$ cat config.mk
export PLATFORM = sky130hd
export DESIGN_NAME = pipe_sequencer
export DESIGN_NICKNAME = d
export VERILOG_FILES = /design/src/rtl/pipe_sequencer.sv
export SDC_FILE = /design/constraint.sdc
export NUM_CORES = 1
export LEC_CHECK = 0
export BUFFER_PORTS_ARGS = -buffer_cell sky130_fd_sc_hd__buf_2
export CELL_PAD_IN_SITES_DETAIL_PLACEMENT = 0
export CELL_PAD_IN_SITES_GLOBAL_PLACEMENT = 1
export CORE_ASPECT_RATIO = 1.1
export CORE_MARGIN = 2
export CORE_UTILIZATION = 38
export DETAILED_ROUTE_END_ITERATION = 8
export MAX_ROUTING_LAYER = met4
export PLACE_DENSITY = 0.91
export RECOVER_POWER = 25
export SETUP_SLACK_MARGIN = 0.15
export SKIP_LAST_GASP = 1
export SLEW_MARGIN = 20
export SYNTH_ARGS = -nofsm -noshare
export SYNTH_HDL_FRONTEND = slang
export SYNTH_SLANG_ARGS = --single-unit
$ cat constraint.sdc
create_clock -name clk -period 2 [get_ports clk]
set_input_delay 0.2 -clock clk [delete_from_list [all_inputs] [get_ports clk]]
set_output_delay 0.2 -clock clk [all_outputs]
set_load 0.02 [all_outputs]
$ cat src/rtl/pipe_sequencer.sv
// Pipeline controller for the 4-stage IF/ID/EX/WB datapath: stage enables,
// flush, valid tracking, write gating, forwarding, output handshake, debug FSM.
//
// state | meaning
// IDLE  | waiting for start, pipeline inert
// RUN   | free-running, advances unless output port blocks
// HALT  | debug halt, pipeline frozen
// STEP  | single debug advance, returns to HALT once it happens
module pipe_sequencer #(
  parameter int CNT_W  = 16,
  parameter int REG_AW = 3
) (
  input  logic              clk,
  input  logic              reset,
  input  logic              start,
  input  logic              halt_req,
  input  logic              step,
  input  logic              flush_req,
  input  logic              clr_cnt,
  input  logic [REG_AW-1:0] rs_idex,
  input  logic [REG_AW-1:0] rd_exwb,
  input  logic              reg_write_exwb,
  input  logic              output_sel_exwb,
  input  logic              out_ready,
  output logic              pc_en,
  output logic              ifid_en,
  output logic              idex_en,
  output logic              exwb_en,
  output logic              ifid_flush,
  output logic              idex_flush,
  output logic              rf_we,
  output logic              out_valid,
  output logic              fwd_sel,
  output logic [1:0]        state,
  output logic              halted,
  output logic [CNT_W-1:0]  stall_cnt,
  output logic [CNT_W-1:0]  retire_cnt
);

  typedef enum logic [1:0] {
    S_IDLE = 2'd0,
    S_RUN  = 2'd1,
    S_HALT = 2'd2,
    S_STEP = 2'd3
  } state_t;

  localparam logic [CNT_W-1:0] CNT_MAX = {CNT_W{1'b1}};

  state_t           state_q, state_d;
  logic [2:0]       v_q, v_d;       // [0]=ID, [1]=EX, [2]=WB
  logic [CNT_W-1:0] stall_cnt_q, stall_cnt_d;
  logic [CNT_W-1:0] retire_cnt_q, retire_cnt_d;
  logic             active, blocked, adv;

  always_ff @(posedge clk) begin
    if (reset) begin
      state_q      <= S_IDLE;
      v_q          <= 3'b000;
      stall_cnt_q  <= '0;
      retire_cnt_q <= '0;
    end else begin
      state_q      <= state_d;
      v_q          <= v_d;
      stall_cnt_q  <= stall_cnt_d;
      retire_cnt_q <= retire_cnt_d;
    end
  end

  always_comb begin
    state_d      = state_q;
    v_d          = v_q;
    stall_cnt_d  = stall_cnt_q;
    retire_cnt_d = retire_cnt_q;

    active    = (state_q != S_IDLE);
    out_valid = v_q[2] & output_sel_exwb & ~flush_req & active;
    blocked   = out_valid & ~out_ready;
    adv       = ((state_q == S_RUN) | (state_q == S_STEP)) & ~blocked;

    pc_en      = adv;
    ifid_en    = adv;
    idex_en    = adv;
    exwb_en    = adv;
    ifid_flush = flush_req & active;
    idex_flush = flush_req & active;
    // A frozen WB instruction writes only on the cycle it finally leaves.
    rf_we      = v_q[2] & reg_write_exwb & adv & ~flush_req;
    fwd_sel    = v_q[1] & v_q[2] & reg_write_exwb & (rd_exwb == rs_idex);

    if (flush_req)
      v_d = 3'b000;
    else if (adv)
      v_d = {v_q[1], v_q[0], 1'b1};

    unique case (state_q)
      S_IDLE: if (start) state_d = S_RUN;
      S_RUN:  if (halt_req && !blocked) state_d = S_HALT;
      S_HALT: begin
        if (!halt_req)  state_d = S_RUN;
        else if (step)  state_d = S_STEP;
      end
      S_STEP: if (adv) state_d = S_HALT;
      default: state_d = S_IDLE;
    endcase

    if (clr_cnt) begin
      stall_cnt_d  = '0;
      retire_cnt_d = '0;
    end else begin
      if (blocked && stall_cnt_q != CNT_MAX)
        stall_cnt_d = stall_cnt_q + 1'b1;
      if (adv && v_q[2] && !flush_req && retire_cnt_q != CNT_MAX)
        retire_cnt_d = retire_cnt_q + 1'b1;
    end
  end

  assign state      = state_q;
  assign halted     = (state_q == S_HALT);
  assign stall_cnt  = stall_cnt_q;
  assign retire_cnt = retire_cnt_q;

endmodule

[Yosys cells after proc, flatten, opt, wreduce, memory -nomap -nowiden]
Index checks and enable logic that the tools add are counted.
Storage, ports and cells
  bits in registers: 37
  latch bits: 0
  bits in writable memories: 0
  bits in read-only memories: 0
  input port bits: 16
  output and inout bits: 44
  word-level logic and storage cells: 50
  memories: 0
Cells by class
  $add $sub $neg: 2
  multiply operators: 0
  divide/modulo/power cells: 0
  $lt $le $gt $ge: 0
  eq/ne operators: 10
  shift-type cells: 0
  muxes and demuxes: 6
  bitwise gates (word level): 16
  reduce and logical (&&, ||, !) cells: 12
Operators with widths (count)
  $add 16x1->16 const B: 2
  $ne 16x16->1 const B: 2
  $and 1x1->1: 12
  $mux 2: 5
  $pmux 2 s4: 1
  $logic_and 1x1->1: 5
  $eq 2x2->1 const B: 2
  $ne 2x2->1 const B: 2
  $reduce_and 4->1: 1
  $reduce_or 2->1: 2
  $eq 3x3->1: 1
  $ne 3x3->1 const B: 1
  $not 1->1: 3
  $eq 2x1->1 const B: 1
  $logic_not 1->1: 2
  $logic_not 2->1: 1
  $ne 2x1->1 const B: 1
  $reduce_bool 2->1: 1
  $or 1x1->1: 1

[Longest topological paths before layout]
Gate-level depths: netlist of the first run.
  depth in word-level cells: 9
  mapped depth: 6
  gate-level depth less buffers: 5

[Worst setup path before layout of the first run]
No wires, ideal clock.
  path kind: register to register
  start point: register retire_cnt_q[0] (netlist: retire_cnt[0])
  end point: register retire_cnt_q[12] (netlist: retire_cnt[12])
  data arrival time: 1.680 ns
  data required time: 1.930 ns
  setup slack: 0.250 ns
  stages on the path, launching flop included: 6
  clock period less this slack: 1.750 ns
  cell sequence: dfxtp_1 ha_1 and2_1 nand4_4 or4_1 a21oi_1
Between the ends
  longest elaborated chain between the ends: 2
  elaborated cells between the ends (all ways): 3
  classes of those cells: 1 x add/sub; 1 x eq/ne; 1 x reduce/logical
RTL lines
  start, declared: RTL line 52  | logic [CNT_W-1:0] retire_cnt_q, retire_cnt_d;
  start signal, assigned: RTL line 65  | retire_cnt_q <= retire_cnt_d;
  parallel branches: the longest is 2 deep, another holds $add 16x1->16
Several ways; the timed one is not identified.
A chain may end at the register's enable or synchronous reset.

[Final worst setup path of the first run]
Ends and elaborated chain as after synthesis.

==> results.py, run 1 <==
metrics = {
    "timing": {
        "setup_viol": 0,
        "period_minus_slack_ns": 1.77,
        "hold_ws_ns": 0.150,
        "maxSlewHeadroom_pct": 66.1,
        "timing.final.ws_setup_ns": 0.231,
        "skew_ns": 0.00525,
        "slew_viol_final": 0,
        "worstMarginPinSlew_ns": 0.505,
        "hold_violations": 0,
        "fmax_mhz": 565,
        "finalSetupTns_ns": 0,
        "fin_crit_sh_pct": 88.5,
        "rsz0062_at_grt": "true",
    },
    "worst_setup_path": {
        "path_class": "flip-flop to flip-flop",
        "worstPathArrival_ns": 2.00,
        "cp-start-kind": "flip-flop",
        "path_max_fanout": 8,
        "worstSetupEndpointType": "flip-flop",
        "required_ns": 2.23,
    },
    "global_routing": {
        "grt_use_total_pct": 18.9,
        "gr-total-overflow": 0,
        "grt_pass1_wl_um": 8890,
        "grt_pass1_vias": 1951,
        "antenna_found_initial": 0,
        "grt_max_degree": 15,
    },
    "floorplan": {
        "core_area_mm2": 0.00540,
        "dieArea_mm2": 0.00621,
        "placementRows": 28,
        "die_h_um": 82.4,
        "start_util_pct": 39.4,
        "io_pins": 60,
        "die_w_um": 75.3,
    },
    "clock_network": {
        "cts_tree": "built",
        "clock-sinks": 37,
        "clock_latency_ns": 0.29,
        "clock-root-buffer": "clkbuf_8",
        "htreeDepth": 2,
        "clk_pin_slew_worst_paths_ns": 0.07,
        "clk_path_buf_depth": 2,
        "cts_made_buffers": 5,
    },
    "final_layout": {
        "fillerInstances": 589,
        "mostFrequentLayoutCells": "buf_2 (43), dfxtp_1 (37), a21oi_1 (26)",
        "antennaDiodeCount": 0,
        "drive_above_1_share_pct": 22.5,
        "final-instance-count-excl-fill": 386,
        "regArea_um2": 741,
        "area_growth_pct": 21.7,
        "post-route-util_pct": 47.9,
        "layout_commonest_cell": "buf_2",
        "multi_input_comb_area_mm2": 0.00130,
        "finalInstanceArea_mm2": 0.00259,
        "nNetsFinal": 329,
    },
    "placement": {
        "placed_area_mm2": 0.00252,
        "gp_congestion": 0.853,
        "dp.cells": 379,
        "numPortBuffers": 59,
        "post-place-ws_ns": 0.215,
        "dp_hpwl_um": 3910,
    },
    "yosys": {
        "async_reset_ff_share_pct": 0,
        "synthesis.nets": 265,
        "ys_seq_area_share_pct": 34.8,
        "synth-seq-cells": 37,
        "synth_flop_cell": "dfxtp_1",
        "postSynthAreaPerCell_um2": 8.61,
        "syn_inst": 247,
        "syn_area_mm2": 0.00213,
        "synth_edf_count": 0,
        "synth.distinct_cells": 47,
        "synth_warnings": 0,
    },
    "power": {
        "power.density_mw_per_mm2": 546,
        "p_leak_nw": 0.920,
        "ir_worst_vdd_v": 0.000269,
        "totalPowerFinal_mw": 1.41,
    },
    "hold_path": {
        "min_path_type": "input pin to flip-flop",
    },
    "routing": {
        "vias": 2163,
        "wirelength_um": 5330,
        "initialDrtViolationCount": 104,
        "drt-wirelength-per-cell_um": 13.8,
        "antenna_left": 0,
        "viasPerCell": 5.60,
        "drc": 0,
        "drt_pass1_iterations": 4,
    },
    "flow_run": {
        "max-cap-violations": 0,
    },
    "outcome": {
        "outcome": "completed",
    },
}
## cells by family after synthesis
logic type / Yosys count / share of synthesized area, %
xor gates and xnor gates: 3 / 1.24
muxes: 9 / 4.24
and+or+nand+nor: 116 / 35.8
DFF: 37 / 34.8
adders and majority gates: 2 / 1.18
AOI/OAI and AO/OA: 63 / 18.7
buffers and inverters: 17 / 3.94
## routing by layer
layer | GRT usage, % | share of wire [%] | up-vias
met4 | 4.74 | 0.99 | 0
met2 | 30.9 | 48 | 46
li1 | - | - | 1087
met3 | 5.10 | 4.4 | 8
met1 | 23.0 | 46 | 1022
met5 | - | 0 | -
## synth_stat cells, drive strengths merged, types with 2 or more instances
cell type	n	area (um^2)
dfxtp	37	741
a21oi	26	130
nand2	22	85.1
or4	15	113
nand3	14	70.1
o31ai	13	97.6
nand4	12	126
or3	11	70.1
mux2i	9	90.1
o21ai	8	40.0
inv	7	26.3
nor2	7	26.3
nor3	6	30.0
nor4	6	58.8
a211oi	5	37.5
and2	5	31.3
buf	5	35.0
clkbuf	5	22.5
and3	4	25.0
and4	4	38.8
o41ai	4	35.0
xor2	3	26.3
ha	2	25.0
nand2b	2	12.5
o311ai	2	17.5
or2	2	12.5
## worst max-delay path, cell delays in order (launching register included)
cell and delay, ns:
dfxtp_1 0.45, ha_2 0.26, and2_1 0.19, nand4_4 0.16
or4_1 0.50, a21oi_1 0.15
## path summary, 6_finish.rpt
path | cells after the start | endpoint | slack, ns | from
min | 2 | state[0] | 0.15 | halt_req
min reg2reg | 2 | retire_cnt[5] | 0.48 | retire_cnt[5]
max reg2reg | 5 | retire_cnt[12] | 0.23 | retire_cnt[0]
max | 5 | retire_cnt[12] | 0.23 | retire_cnt[0]
## report_power, final
| part | total, mW | switching (mW) | internal, mW | leakage, nW |
|---|---|---|---|---|
| clock | 0.542 | 0.268 | 0.274 | 0.0443 |
| combinational | 0.127 | 0.0794 | 0.0477 | 0.578 |
| sequential | 0.744 | 0.00324 | 0.741 | 0.298 |
| total | 1.41 | 0.351 | 1.06 | 0.920 |
## final cells by class
| class | count | share of cell area (%) |
|---|---|---|
| multi-input cells | 193 | 50.4 |
| clock buffers | 7 | 3.34 |
| inverters | 7 | 1.02 |
| flip-flops and latches | 37 | 28.6 |
| well taps | 75 | 3.63 |
| repair buffers | 67 | 13.0 |
## flip-flops by register name (all words and copies together), names as in the netlist
signal	count
state	2
v_q	3
retire_cnt	16
stall_cnt	16
## timing repair
| action | CTS | global route |
|---|---|---|
| endpoints found under the setup margin | 0 | 7 |
| hold buffers | 0 | 0 |
| setup buffers | 0 | 0 |
| resized for setup | 0 | 4 |
No activity file was read; power rests on OpenSTA's default activity.
==> run 2: changes to the inputs <==
Settings changed: CELL_PAD_IN_SITES_DETAIL_PLACEMENT 0 to 1, CORE_UTILIZATION 38 to 41, PLACE_DENSITY 0.91 to 0.95.
Clock period 2 ns to 2.2 ns, I/O delays scaled along.
==> results.py, run 2 (synthesis results as in run 1) <==
metrics = {
    "routing": {
        "antenna_left": 0,
        "wirelength_um": 6330,
        "drt-wirelength-per-cell_um": 17.1,
        "drc": 0,
        "drt_pass1_iterations": 4,
        "vias": 2225,
        "viasPerCell": 6.03,
        "initialDrtViolationCount": 150,
    },
    "worst_setup_path": {
        "worstRegToRegCells": 5,
        "crit_start": "retire_cnt[0]",
        "path_max_fanout": 8,
        "reg2reg_slack_ns": 0.30,
        "crit_end": "retire_cnt[12]",
        "required_ns": 2.42,
        "cpPeakStageDelay_ns": 0.51,
        "reg2reg_from": "retire_cnt[0]",
        "slowest_stage": "or4_1",
        "path_class": "flip-flop to flip-flop",
        "cp-start-kind": "flip-flop",
        "worstSetupEndpointType": "flip-flop",
        "critical_path.cell_chain": "ha_1 -> and2_1 -> nand4_4 -> or4_1 -> a21oi_1",
        "reg2reg_to": "retire_cnt[12]",
        "worstPathArrival_ns": 2.11,
    },
    "timing": {
        "fmax_mhz": 527,
        "fin_crit_sh_pct": 86.2,
        "setup_viol": 0,
        "rsz0062_at_grt": "false",
        "worstMarginPinSlew_ns": 0.525,
        "hold_violations": 0,
        "skew_ns": 0.00724,
        "slew_viol_final": 0,
        "period_minus_slack_ns": 1.90,
        "maxSlewHeadroom_pct": 64.8,
        "finalSetupTns_ns": 0,
    },
    "hold_path": {
        "hold_depth": 2,
        "min_path_type": "input pin to flip-flop",
    },
    "floorplan": {
        "start_util_pct": 42.5,
        "die_w_um": 72.7,
        "core_area_mm2": 0.00500,
        "placementRows": 27,
        "io_pins": 60,
        "die_h_um": 79.5,
        "dieArea_mm2": 0.00578,
    },
    "power": {
        "p_leak_nw": 0.922,
        "ir_worst_vdd_v": 0.000362,
        "power.density_mw_per_mm2": 547,
    },
    "clock_network": {
        "cts_setup_buffers": 0,
        "clock-sinks": 37,
        "cts_made_buffers": 5,
        "cts_resized": 0,
        "clk_path_buf_depth": 2,
        "clock-root-buffer": "clkbuf_8",
        "htreeDepth": 2,
        "clk_pin_slew_worst_paths_ns": 0.08,
        "clock_latency_ns": 0.29,
        "cts_hold_buf": 0,
        "cts_tree": "built",
    },
    "placement": {
        "numPortBuffers": 59,
        "gp_congestion": 0.821,
        "dp_hpwl_um": 4840,
    },
    "global_routing": {
        "grt_pass1_vias": 2294,
        "grt_pass1_wl_um": 10900,
        "grt_use_total_pct": 24.1,
        "grt_max_degree": 15,
        "gr-total-overflow": 0,
        "antenna_found_initial": 0,
    },
    "flow_run": {
        "max-cap-violations": 0,
    },
    "final_layout": {
        "area_growth_pct": 21.5,
        "antennaDiodeCount": 0,
        "fillerInstances": 631,
        "drive_above_1_share_pct": 21.5,
        "post-route-util_pct": 51.7,
        "mostFrequentLayoutCells": "buf_2 (41), dfxtp_1 (37), a21oi_1 (26)",
        "nNetsFinal": 328,
        "layout_commonest_cell": "buf_2",
    },
    "outcome": {
        "outcome": "completed",
    },
}
==> run 2: metrics by stage <==
stage | hold slack (ns) | instance area [um^2] | power, mW | setup slack (ns) | std cells
floorplan | 0.299 | 2130 | 0.771 | 0.450 | 247
global placement | 0.465 | 2490 | 0.806 | 0.459 | 361
CTS | 0.173 | 2610 | 1.43 | 0.269 | 369
finish | 0.178 | 2580 | 1.41 | 0.303 | 369
global route | 0.193 | 2580 | 1.47 | 0.190 | 369
detailed placement | 0.480 | 2490 | 0.812 | 0.311 | 361
==> run 2: worst min path at each step <==
stage,start,end
global placement,halt_req,state[0]
detailed placement,halt_req,state[0]
finish,halt_req,state[0]
CTS,halt_req,state[0]
global route,flush_req,v_q[2]
floorplan,flush_req,v_q[0]
==> run 2: final cells by class <==
cell class | count | area (um^2) | area share [%]
multi-input combinational | 193 | 1300 | 50.4
sequential | 37 | 741 | 28.7
timing repair buffer | 66 | 325 | 12.6
clock buffer | 7 | 86.3 | 3.34
tap | 58 | 72.6 | 2.81
clock inverter | 1 | 30.0 | 1.16
inverter | 7 | 26.3 | 1.02
==> run 2: power breakdown <==
| part | switching [mW] | leakage (nW) | internal, mW |
|---|---|---|---|
| Clock | 0.247 | 0.0585 | 0.370 |
| Sequential | 0.00325 | 0.298 | 0.673 |
| Combinational | 0.0761 | 0.565 | 0.0432 |
| Total | 0.326 | 0.922 | 1.09 |
==> run 2: worst max-delay path: cells and delay by family, from the launching register on <==
| kind | cells | cell delay, ns |
|---|---|---|
| AO/OA/AOI/OAI | 1 | 0.19 |
| flip-flops | 1 | 0.45 |
| AND/OR/NAND/NOR | 3 | 0.91 |
| adder cells (fa/ha/maj) | 1 | 0.28 |
==> run 2: metal layers <==
metal	part of all wire, %	up-vias	global-route usage (%)
met5	0	-	-
met4	1.0	0	5.00
met3	3.7	7	4.42
met2	55	49	44.2
met1	40	1080	27.0
li1	-	1089	-
==> run 3: changes to the inputs <==
Settings changed: CORE_ASPECT_RATIO 1.1 to unset.
==> results.py, run 3 (synthesis results as in run 1) <==
metrics = {
    "power": {
        "power.density_mw_per_mm2": 501,
        "totalPowerFinal_mw": 1.29,
        "ir_worst_vdd_v": 0.000242,
        "p_leak_nw": 0.908,
    },
    "clock_network": {
        "clock_latency_ns": 0.29,
        "cts_made_buffers": 5,
        "clk_pin_slew_worst_paths_ns": 0.08,
        "clock-sinks": 37,
        "clock-root-buffer": "clkbuf_8",
        "cts_tree": "built",
        "cts_hold_buf": 0,
        "cts_setup_buffers": 0,
        "htreeDepth": 2,
        "cts_resized": 0,
        "clk_path_buf_depth": 2,
    },
    "worst_setup_path": {
        "slowest_stage": "or4_1",
        "worstSetupEndpointType": "flip-flop",
        "worstRegToRegCells": 4,
        "worstPathArrival_ns": 2.09,
        "reg2reg_to": "stall_cnt[10]",
        "critical_path.cell_chain": "or2_0 -> nand4_1 -> or4_1 -> a21oi_1",
        "path_class": "flip-flop to flip-flop",
        "crit_start": "state[1]",
        "required_ns": 2.43,
        "crit_end": "stall_cnt[10]",
        "cp-start-kind": "flip-flop",
        "reg2reg_from": "state[1]",
        "path_max_fanout": 7,
        "reg2reg_slack_ns": 0.34,
        "cpPeakStageDelay_ns": 0.49,
    },
    "timing": {
        "hold_violations": 0,
        "hold_ws_ns": 0.177,
        "maxSlewHeadroom_pct": 63.4,
        "fin_crit_sh_pct": 84.5,
        "slew_viol_final": 0,
        "finalSetupTns_ns": 0,
        "worstMarginPinSlew_ns": 0.544,
        "setup_viol": 0,
        "fmax_mhz": 538,
        "period_minus_slack_ns": 1.86,
        "rsz0062_at_grt": "false",
        "skew_ns": 0.00673,
    },
    "global_routing": {
        "grt_max_degree": 15,
        "gr-total-overflow": 0,
        "antenna_found_initial": 0,
        "busiest_layer": "met2",
        "use_met2_pct": 41.4,
        "grt_use_total_pct": 23.5,
        "grt_pass1_wl_um": 10800,
        "use_met1_pct": 27.3,
        "grt.met3_usage_pct": 4.27,
        "grt_pass1_vias": 2264,
    },
    "routing": {
        "antenna_left": 0,
        "drc": 0,
        "drt_pass1_iterations": 4,
        "drt-wirelength-per-cell_um": 17.1,
        "initialDrtViolationCount": 94,
        "wirelength_um": 6480,
        "vias": 2265,
        "viasPerCell": 5.96,
    },
    "final_layout": {
        "area_growth_pct": 20.8,
        "final-instance-count-excl-fill": 380,
        "finalInstanceArea_mm2": 0.00257,
        "nNetsFinal": 328,
        "fillerInstances": 644,
        "drive_above_1_share_pct": 21.3,
        "antennaDiodeCount": 0,
        "mostFrequentLayoutCells": "buf_2 (41), dfxtp_1 (37), a21oi_1 (26)",
        "layout_commonest_cell": "buf_2",
    },
    "floorplan": {
        "die_w_um": 76.0,
        "start_util_pct": 42.2,
        "core_area_mm2": 0.00504,
        "io_pins": 60,
        "dieArea_mm2": 0.00578,
        "placementRows": 26,
        "die_h_um": 76.0,
    },
    "hold_path": {
        "hold_depth": 2,
        "min_path_type": "input pin to flip-flop",
    },
    "placement": {
        "numPortBuffers": 59,
        "placed_area_mm2": 0.00250,
        "gp_congestion": 0.814,
        "dp_hpwl_um": 4730,
        "dp.cells": 373,
    },
    "outcome": {
        "outcome": "completed",
    },
    "flow_run": {
        "max-cap-violations": 0,
    },
}
==> run 3: changes by cell type in the layout (fill, tap and decap cells not counted), sizes merged <==
| cell | change |
|---|---|
| bufinv | -1 |
==> run 3: layout make-up <==
| class | count | area (um^2) | share of cell area, % |
|---|---|---|---|
| multi-input cells | 193 | 1300 | 50.7 |
| flip-flops and latches | 37 | 741 | 28.8 |
| repair buffers | 66 | 325 | 12.7 |
| well taps | 70 | 87.6 | 3.41 |
| clock buffers | 7 | 86.3 | 3.36 |
| inverters | 7 | 26.3 | 1.02 |
==> run 3: worst min-delay path by stage <==
stage / slack (ns) / from / end
6_report: 0.18 / halt_req / state[0]
5_1_grt: 0.18 / halt_req / state[0]
4_1_cts: 0.18 / halt_req / state[0]
3_5_place_dp: 0.47 / retire_cnt[5] / retire_cnt[5]
3_3_place_gp: 0.46 / halt_req / state[0]
2_1_floorplan: 0.30 / flush_req / v_q[0]
==> run 3: stage by stage <==
stage | utilization (%) | setup WS, ns
finish | 50.9 | 0.340
global route | 50.9 | 0.190
CTS | 51.4 | 0.337
detailed placement | 49.7 | 0.328
global placement | 49.7 | 0.498
floorplan | - | 0.450
==> run 3: report_power, final <==
part	internal, mW	leakage, nW	switching (mW)
combinational	0.0431	0.565	0.0762
sequential	0.673	0.298	0.00315
clock	0.249	0.0443	0.241
==> run 3: metal layers <==
metal / vias up / wire length [um] / share of wire [%]
met5: - / 0 / 0
met2: 47 / 3300 / 51
li1: 1086 / - / -
met3: 10 / 261 / 4.0
met1: 1122 / 2840 / 44
met4: 0 / 87 / 1.3
==> run 3: worst max-delay path, delay by kind of cell, from the launching register on <==
kind,cells,cell delay [ns]
simple gates,3,1.24
flops,1,0.40
compound gates,1,0.16
